==> src/rtl/meter_pkg.sv <==
// Shared types and helpers for the multi-channel peak meter.
package meter_pkg;

    localparam int SAMPLE_W     = 24;
    localparam int MAG_W        = SAMPLE_W - 1;
    localparam int LED_N        = 8;
    localparam int LED_BASE_BIT = 15;

    typedef logic signed [SAMPLE_W-1:0] sample_t;
    typedef logic [MAG_W-1:0]           mag_t;

    typedef enum logic {
        ST_IDLE = 1'b0,
        ST_SCAN = 1'b1
    } meter_state_e;

    localparam sample_t SAMPLE_MIN = {1'b1, {(SAMPLE_W-1){1'b0}}};

    // Saturating magnitude: the most negative code folds onto positive full scale.
    function automatic mag_t abs_sat(input sample_t x);
        sample_t neg;
        neg = -x;
        if (x == SAMPLE_MIN) begin
            return {MAG_W{1'b1}};
        end
        if (x[SAMPLE_W-1]) begin
            return neg[MAG_W-1:0];
        end
        return x[MAG_W-1:0];
    endfunction

endpackage

==> src/rtl/meter_bar.sv <==
// Magnitude to 8-LED thermometer, 6 dB (one bit position) per LED.
module meter_bar
    import meter_pkg::*;
(
    input  logic [MAG_W-1:0] mag_i,
    output logic [LED_N-1:0] bar_o
);

    // LED k lights once the magnitude reaches 2^(LED_BASE_BIT+k); monotonic by construction.
    always_comb begin
        bar_o = '0;
        for (int k = 0; k < LED_N; k++) begin
            bar_o[k] = (mag_i >= (mag_t'(1) << (LED_BASE_BIT + k)));
        end
    end

endmodule

==> src/rtl/peak_meter.sv <==
// Multi-channel peak meter with hold and exponential decay.
// A frame_strobe in IDLE snapshots audio_bus and starts a scan that updates
// one channel per clock through a single shared compare/decay datapath.
// A strobe seen while scanning is dropped and reported on overrun.
// Optional sticky clip flags: define PEAK_METER_CLIP_LATCH_EN.
module peak_meter
    import meter_pkg::*;
#(
    parameter int NUM_CHANNELS = 8,
    parameter int HOLD_FRAMES  = 24000,
    parameter int DECAY_SHIFT  = 10,
    localparam int IDX_W  = (NUM_CHANNELS > 1) ? $clog2(NUM_CHANNELS) : 1,
    localparam int HOLD_W = (HOLD_FRAMES > 0) ? $clog2(HOLD_FRAMES + 1) : 1
) (
    input  logic                                   clk,
    input  logic                                   rst,
    input  logic                                   frame_strobe,
    input  logic [NUM_CHANNELS-1:0][SAMPLE_W-1:0]  audio_bus,
    input  logic [IDX_W-1:0]                       sel,
    input  logic                                   clear_clip,
    output logic [LED_N-1:0]                       led,
    output logic [NUM_CHANNELS-1:0]               clip,
    output logic                                   busy,
    output logic                                   overrun,
    output meter_state_e                           dbg_state
);

    meter_state_e                          state_q, state_d;
    logic [IDX_W-1:0]                      idx_q, idx_d;
    logic                                  snap_en;
    logic [NUM_CHANNELS-1:0][SAMPLE_W-1:0] snap_q;
    logic                                  overrun_q, overrun_d;
    logic [LED_N-1:0]                      led_q, led_d;

    mag_t              peak_q [NUM_CHANNELS];
    logic [HOLD_W-1:0] hold_q [NUM_CHANNELS];

    mag_t              cur_mag, cur_peak, dec, peak_d;
    logic [HOLD_W-1:0] cur_hold, hold_d;

    // Scan sequencer: next state, channel index and snapshot enable.
    always_comb begin
        state_d = state_q;
        idx_d   = idx_q;
        snap_en = 1'b0;
        case (state_q)
            ST_IDLE: begin
                if (frame_strobe) begin
                    state_d = ST_SCAN;
                    idx_d   = '0;
                    snap_en = 1'b1;
                end
            end
            ST_SCAN: begin
                if (idx_q == IDX_W'(NUM_CHANNELS - 1)) begin
                    state_d = ST_IDLE;
                    idx_d   = '0;
                end else begin
                    idx_d = idx_q + IDX_W'(1);
                end
            end
            default: begin
                state_d = ST_IDLE;
                idx_d   = '0;
            end
        endcase
        overrun_d = frame_strobe && (state_q == ST_SCAN);
    end

    // Sequencer, snapshot and overrun registers.
    always_ff @(posedge clk or negedge rst) begin
        if (!rst) begin
            state_q   <= ST_IDLE;
            idx_q     <= '0;
            snap_q    <= '0;
            overrun_q <= 1'b0;
        end else begin
            state_q   <= state_d;
            idx_q     <= idx_d;
            overrun_q <= overrun_d;
            if (snap_en) begin
                snap_q <= audio_bus;
            end
        end
    end

    // Shared peak/hold update for the channel under the scan index.
    always_comb begin
        cur_mag  = abs_sat(sample_t'(snap_q[idx_q]));
        cur_peak = peak_q[idx_q];
        cur_hold = hold_q[idx_q];
        dec      = cur_peak >> DECAY_SHIFT;
        if (dec == '0) begin
            dec = mag_t'(1);
        end
        peak_d = cur_peak;
        hold_d = cur_hold;
        if (cur_mag > cur_peak) begin
            peak_d = cur_mag;
            hold_d = HOLD_W'(HOLD_FRAMES);
        end else if (cur_hold != '0) begin
            hold_d = cur_hold - HOLD_W'(1);
        end else if (cur_peak != '0) begin
            peak_d = (cur_peak > dec) ? (cur_peak - dec) : '0;
        end
    end

    // Per-channel peak and hold storage, written only during the channel's scan slot.
    always_ff @(posedge clk or negedge rst) begin
        if (!rst) begin
            for (int i = 0; i < NUM_CHANNELS; i++) begin
                peak_q[i] <= '0;
                hold_q[i] <= '0;
            end
        end else if (state_q == ST_SCAN) begin
            peak_q[idx_q] <= peak_d;
            hold_q[idx_q] <= hold_d;
        end
    end

    meter_bar u_bar (
        .mag_i (peak_q[sel]),
        .bar_o (led_d)
    );

    // Registered LED bar for the selected channel.
    always_ff @(posedge clk or negedge rst) begin
        if (!rst) begin
            led_q <= '0;
        end else begin
            led_q <= led_d;
        end
    end

`ifdef PEAK_METER_CLIP_LATCH_EN
    logic [NUM_CHANNELS-1:0] clip_q, clip_d;

    // Clear first, then a full-scale hit in this slot sets its flag, so set wins.
    always_comb begin
        clip_d = clear_clip ? '0 : clip_q;
        if ((state_q == ST_SCAN) && (cur_mag == {MAG_W{1'b1}})) begin
            clip_d[idx_q] = 1'b1;
        end
    end

    // Sticky clip flag registers.
    always_ff @(posedge clk or negedge rst) begin
        if (!rst) begin
            clip_q <= '0;
        end else begin
            clip_q <= clip_d;
        end
    end

    assign clip = clip_q;
`else
    logic unused_clear_clip;
    assign unused_clear_clip = clear_clip;
    assign clip = '0;
`endif

    assign led       = led_q;
    assign busy      = (state_q == ST_SCAN);
    assign overrun   = overrun_q;
    assign dbg_state = state_q;

endmodule

==> config.mk <==
export PLATFORM = sky130hd
export DESIGN_NAME = peak_meter
export DESIGN_NICKNAME = d
export VERILOG_FILES = /design/src/rtl/meter_pkg.sv /design/src/rtl/meter_bar.sv /design/src/rtl/peak_meter.sv
export SDC_FILE = /design/constraint.sdc
export NUM_CORES = 1
export LEC_CHECK = 0
export ABC_AREA = 1
export CAP_MARGIN = 20
export CORE_MARGIN = 1.5
export CORE_UTILIZATION = 45
export DETAILED_ROUTE_END_ITERATION = 10
export SYNTH_ARGS = -nofsm -noshare
export SYNTH_HDL_FRONTEND = slang
export SYNTH_SLANG_ARGS = --single-unit
==> constraint.sdc <==
create_clock -name clk -period 5.75 [get_ports clk]
set_input_delay 1.15 -clock clk [delete_from_list [all_inputs] [get_ports clk]]
set_output_delay 1.15 -clock clk [all_outputs]
set_load 0.05 [all_outputs]
==> results of run 1 <==
==> sequential cells by signal, summed over array words and instances (netlist names) <==
signal / cells
overrun: 1
snap_q: 192
idx_q: 3
led: 8
busy: 1
hold_q: 120
peak_q: 184
==> kinds of logic (layout without fill, tap and decap cells) <==
| family | Yosys count | after routing |
|---|---|---|
| mux | 131 | 131 |
| buf+inv | 567 | 747 |
| compound gates | 529 | 529 |
| flops | 509 | 509 |
| xor+xnor | 35 | 35 |
| simple gates | 1806 | 1806 |
| fa+ha+maj | 42 | 42 |
| other cells | 1 | 9 |
==> routing by layer <==
metal / wire [µm] / global-route usage [%] / vias up / part of all wire (%)
met4: 2650 / 9.07 / 8 / 3.1
met5: 51 / 0 / - / 0.059
li1: - / - / 11900 / -
met2: 39200 / 43.6 / 665 / 46
met3: 5320 / 4.04 / 136 / 6.2
met1: 38900 / 38.5 / 11600 / 45
==> worst register-to-register path, cell delays in order (launching register included) <==
cell     delay, ns
dfrtp_1       0.48
inv_2         0.37
nand2_1       0.22
nor2_2        0.42
buf_4         0.31
nand2_1       0.08
nand3_1       0.11
or2_1         0.28
nand2_1       0.18
nor2_2        0.24
nand4_4       0.32
nand3_1       0.21
ha_1          0.17
nand4_1       0.12
nor3_1        0.33
o21ai_0       0.15
nand3_1       0.10
nand2_1       0.11
inv_2         0.10
buf_4         0.28
nand4_2       0.39
nand3_1       0.23
nand2_1       0.06
==> metrics by stage <==
step,worst slack [ns],cells
after floorplan,1.50,3627
after global placement,0.432,4544
after detailed placement,0.380,4544
after CTS,0.348,4644
after global routing,0.0216,4645
final,0.404,4645
==> cell type report <==
type,count,area [µm²]
diodes,1,2.50
multi-input cells,2551,12900
clock buffers,79,1560
fillers,6047,29000
flip-flops and latches,509,12700
inverters,365,1380
clock inverters,21,139
well taps,837,1050
repair buffers,282,2790
==> worst max-delay path by stage <==
stage                    startpoint                       to  slack (ns)  cells past startpoint
2_1_floorplan  idx_q[0]$_DFFE_PN0P_  peak_q[174]$_DFFE_PN0P_        1.50                     26
3_5_place_dp   idx_q[2]$_DFFE_PN0P_  peak_q[137]$_DFFE_PN0P_        0.38                     22
4_1_cts        idx_q[2]$_DFFE_PN0P_  peak_q[137]$_DFFE_PN0P_        0.35                     22
6_report       idx_q[2]$_DFFE_PN0P_   peak_q[67]$_DFFE_PN0P_        0.40                     22
3_3_place_gp   idx_q[2]$_DFFE_PN0P_  peak_q[137]$_DFFE_PN0P_        0.43                     22
5_1_grt        idx_q[2]$_DFFE_PN0P_  peak_q[159]$_DFFE_PN0P_        0.02                     22
==> Yosys cell counts, types with 2 or more instances <==
cell	instances
a21o_1	3
a21oi_1	130
a31oi_1	16
and3_1	2
buf_1	8
buf_2	42
buf_4	26
buf_6	17
clkbuf_1	109
clkinv_1	4
dfrtp_1	509
ha_1	41
inv_1	355
inv_2	6
mux2_2	131
nand2_1	1050
nand2_2	14
nand3_1	323
nand3_2	9
nand3b_1	7
nand4_1	21
nand4_2	5
nand4_4	5
nor2_1	304
nor2_2	16
nor2_4	5
nor3_1	8
o211ai_1	48
o21a_1	3
o21ai_0	203
o21ai_1	115
o21ai_2	3
o22ai_1	4
or2_0	2
or2_1	4
or2_2	25
xnor2_1	12
xor2_1	23
==> impl_metrics.toml, run 1 <==
[layout]
final_cell_mix = "1049 x nand2_1, 508 x dfrtp_1, 354 x inv_1"
area_delta_synth_final_pct = 16.4
post-route-util_pct = 52.9
finish.instance_area_um2 = 32600
final_nets = 4007
layout-drive-gt1-share_pct = 10.4
final_common_cell = "nand2_1"

[setup_path]
worst_setup_path_end_kind = "flip-flop"
rr_worst_depth = 22
arrival_ns = 5.86
crit_buf_inv = 4
r2r-start = "idx_q[2]$_DFFE_PN0P_"
cp-start-kind = "flip-flop"
cpMostUsedCell = "nand2_1"
crit_path_max_fanout = 15
cpPeakStageDelay_ns = 0.48
slowest_stage = "dfrtp_1"
rrSetupSlack_ns = 0.40
crit_type = "reg2reg"
worstReg2RegEnd = "peak_q[67]$_DFFE_PN0P_"
critPathTopFamily = "simple AND/OR/NAND/NOR gates"
worstPathCellList = "inv_2 > nand2_1 > nor2_2 > buf_4 > nand2_1 > nand3_1 > or2_1 > nand2_1 > nor2_2 > nand4_4 > nand3_1 > ha_1 > nand4_1 > nor3_1 > o21ai_0 > nand3_1 > nand2_1 > inv_2 > buf_4 > nand4_2 > nand3_1 > nand2_1"
crit_required_ns = 6.26

[clock_network]
clock_latency_ns = 0.64
cts_setup_buffers = 0
ctsHoldBuffers = 0
h-tree-depth = 2
cts_tree = "yes"
ctsResizeCount = 0
cts_buffers = 57
clkTransAtPathRegs_ns = 0.06
cts_root_buffer = "clkbuf_16"
clock_path_buffers = 3
cts.sinks = 509

[yosys]
synth_top_family_by_area = "simple AND/OR/NAND/NOR gates"
synthFlopType = "dfrtp_1"
synth_area_leaders = "dfrtp_1 45%, nand2_1 14%, nand3_1 5.8%"
synth-seq-cells = 509
avgSynthCellArea_um2 = 7.73
synthArstFlopShare_pct = 100
yosysTopAreaCell = "dfrtp_1"
synth_compound_area_share_pct = 10.2
synth_xor_area_share_pct = 1.09
synthDistinctLibCells = 50
synth_top_area_share_pct = 45.5
ys_seq_area_share_pct = 45.5
syn_area_um2 = 28000
ys.warnings.count = 0
synth_mux_area_share_pct = 5.27
yosys.area_share.simple_pct = 27.5
synth-edff-count = 0
synthAdderAreaFrac_pct = 1.90
syn-instance-count = 3620

[timing]
tns_ns = 0
hold_violations = 0
rsz0062_at_grt = "false"
final_max_slew_viol_count = 0
max-slew-margin-rel_pct = 25.8
whs_ns = 0.471
setup_violations = 0
final.min_clock_period_ns = 5.35
clock_skew_ns = 0.0217
period_share_pct = 93.0
fmax_mhz = 187
worstMarginPinSlew_ns = 1.10

[floorplan]
io-pin-count = 218
dieArea_um2 = 63700
start_util_pct = 45.5
rows = 91
coreArea_um2 = 61600
die_w_um = 252
fp.dieH_um = 252

[global_route]
grt_pass1_wl_um = 135000
grt-ovfl-total = 0
grt_pass1_vias = 23100
grt_usage_pct = 27.4
antenna_found_initial = 5
grt_max_degree = 118

[hold_path]
hp-class = "reg2reg"
min_delay_path_depth = 2
worstHoldStart = "peak_q[162]$_DFFE_PN0P_"
holdPathEnd = "peak_q[162]$_DFFE_PN0P_"

[place]
gp_congestion = 0.941
placed_cell_area_um2 = 30900
io_buffers = 208
hpwl_um = 56900

[outcome]
outcome = "finished, final reports clean"

[detailed_routing]
drtIter0Drc = 1841
routed_wl_um = 86100
num_vias = 24300
vias_per_cell = 5.22
routedWlPerCell_um = 18.5
drt_first_pass_iters = 5
drc = 0
ant_nets = 0

[job]
cap_violations = 0
Power of run 1 is left out: the tool's default activity adds up to more than one toggle a clock period on the data nets, which glitch-free logic cannot reach.
==> inputs of run 2 (changes only) <==
Settings changed: MAX_ROUTING_LAYER from default to met4, SETUP_SLACK_MARGIN from default to 0.3.
==> run 2 against run 1 <==
Compared with the run above:
- design area up 0.93%
- die area unchanged
- worst setup slack improved by 0.21 ns
- critical path type unchanged
- largest cell class unchanged
==> impl_metrics.toml, run 2 (synthesis gave the netlist of run 1 again) <==
[timing]
worstMarginPinSlew_ns = 0.890
clock_skew_ns = 0.0446
hold_violations = 0
period_share_pct = 89.2
max-slew-margin-rel_pct = 40.7
tns_ns = 0
fmax_mhz = 195
final.min_clock_period_ns = 5.13
setup_violations = 0
final_max_slew_viol_count = 0
rsz0062_at_grt = "false"

[setup_path]
crit_type = "reg2reg"
crit_path_max_fanout = 31
crit_required_ns = 6.26
rr_worst_depth = 22
worst_setup_path_end_kind = "flip-flop"
cp-start-kind = "flip-flop"
arrival_ns = 5.64

[detailed_routing]
drc = 0
drtIter0Drc = 2183
drt_first_pass_iters = 6
routedWlPerCell_um = 18.7
num_vias = 24400
ant_nets = 0
routed_wl_um = 87000
vias_per_cell = 5.24

[clock_network]
clock_path_buffers = 3
clkTransAtPathRegs_ns = 0.06
cts_root_buffer = "clkbuf_16"
h-tree-depth = 2
clock_latency_ns = 0.64
cts.sinks = 509
cts_tree = "yes"
cts_buffers = 58

[global_route]
grt_usage_pct = 28.4
grt_max_degree = 124
grt-ovfl-total = 0
grt_pass1_vias = 23000
antenna_found_initial = 6
grt_pass1_wl_um = 135000

[layout]
final_nets = 4016
final_cell_mix = "1049 x nand2_1, 507 x dfrtp_1, 354 x inv_1"
largest_register = "snap_q"
final_common_cell = "nand2_1"
multi_input_area_um2 = 13000
area_delta_synth_final_pct = 17.5
n_fill_cell = 6024
final_cells = 4663
layout-drive-gt1-share_pct = 11.0
regArea_um2 = 12700
largest_reg_flops = 192
top_regs = "snap_q: 192 flops, peak_q: 184 flops, hold_q: 120 flops"

[place]
hpwl_um = 57300
dp_cells = 4546
io_buffers = 208
gp_congestion = 0.952

[outcome]
outcome = "finished, final reports clean"

[job]
cap_violations = 0

[floorplan]
start_util_pct = 45.5
io-pin-count = 218
fp.dieH_um = 252
rows = 91
die_w_um = 252
coreArea_um2 = 61600
dieArea_um2 = 63700

[hold_path]
hp-class = "reg2reg"
min_delay_path_depth = 2
[run 2: final timing paths]
path                                               from                       to  slack [ns]
worst max-delay path               idx_q[1]$_DFFE_PN0P_  peak_q[108]$_DFFE_PN0P_        0.62
worst min-delay path            peak_q[162]$_DFFE_PN0P_  peak_q[162]$_DFFE_PN0P_        0.47
worst max register to register     idx_q[1]$_DFFE_PN0P_  peak_q[108]$_DFFE_PN0P_        0.62
worst min register to register  peak_q[162]$_DFFE_PN0P_  peak_q[162]$_DFFE_PN0P_        0.47
max in group asynchronous                           rst   peak_q[90]$_DFFE_PN0P_        4.01
min in group asynchronous                           rst  snap_q[101]$_DFFE_PN0P_        0.53
[run 2: layout make-up]
| class | count | area share [%] |
|---|---|---|
| multi-input combinational | 2551 | 39.4 |
| inverter | 365 | 4.19 |
| clock inverter | 26 | 0.787 |
| clock buffer | 79 | 5.05 |
| tap | 837 | 3.18 |
| antenna | 6 | 0.0456 |
| sequential | 509 | 38.7 |
| timing repair buffer | 290 | 8.60 |
[run 2: stage by stage]
stage	hold slack, ns	util [%]	area (µm²)	setup slack [ns]
floorplan	0.441	-	28000	1.50
global placement	0.455	50.1	30900	0.461
detailed placement	0.457	50.1	30900	0.417
CTS	0.475	53.2	32800	0.350
global route	0.496	53.4	32900	0.354
finish	0.474	53.4	32900	0.618
[run 2: metal layers]
metal	routed length, µm	global-route usage [%]
met1	39600	38.8
met2	40100	44.3
met3	5700	4.72
met4	1650	6.21
met5	0	-
[run 2: critical path, stage by stage, from the launching register on]
cell	delay, ns
dfrtp_2	0.49
inv_1	0.22
nand2_1	0.22
nor2_4	0.41
buf_4	0.25
nand2_1	0.06
nand3_1	0.09
or2_1	0.25
buf_4	0.31
nand2_1	0.19
nand4_1	0.23
nand3_1	0.12
ha_1	0.32
nand4_1	0.12
nor3_1	0.32
o21ai_0	0.15
nand3_1	0.11
nand2_1	0.07
inv_2	0.18
buf_12	0.25
nand4_2	0.35
nand3_1	0.22
nand2_1	0.06
[run 2: repair_timing]
item | in CTS | in global routing
buffers inserted | 0 | 5
resized for setup | 0 | 9
endpoints found under the setup margin | 0 | 221
hold buffers | 0 | 0
Power of run 2 is left out for the same reason.
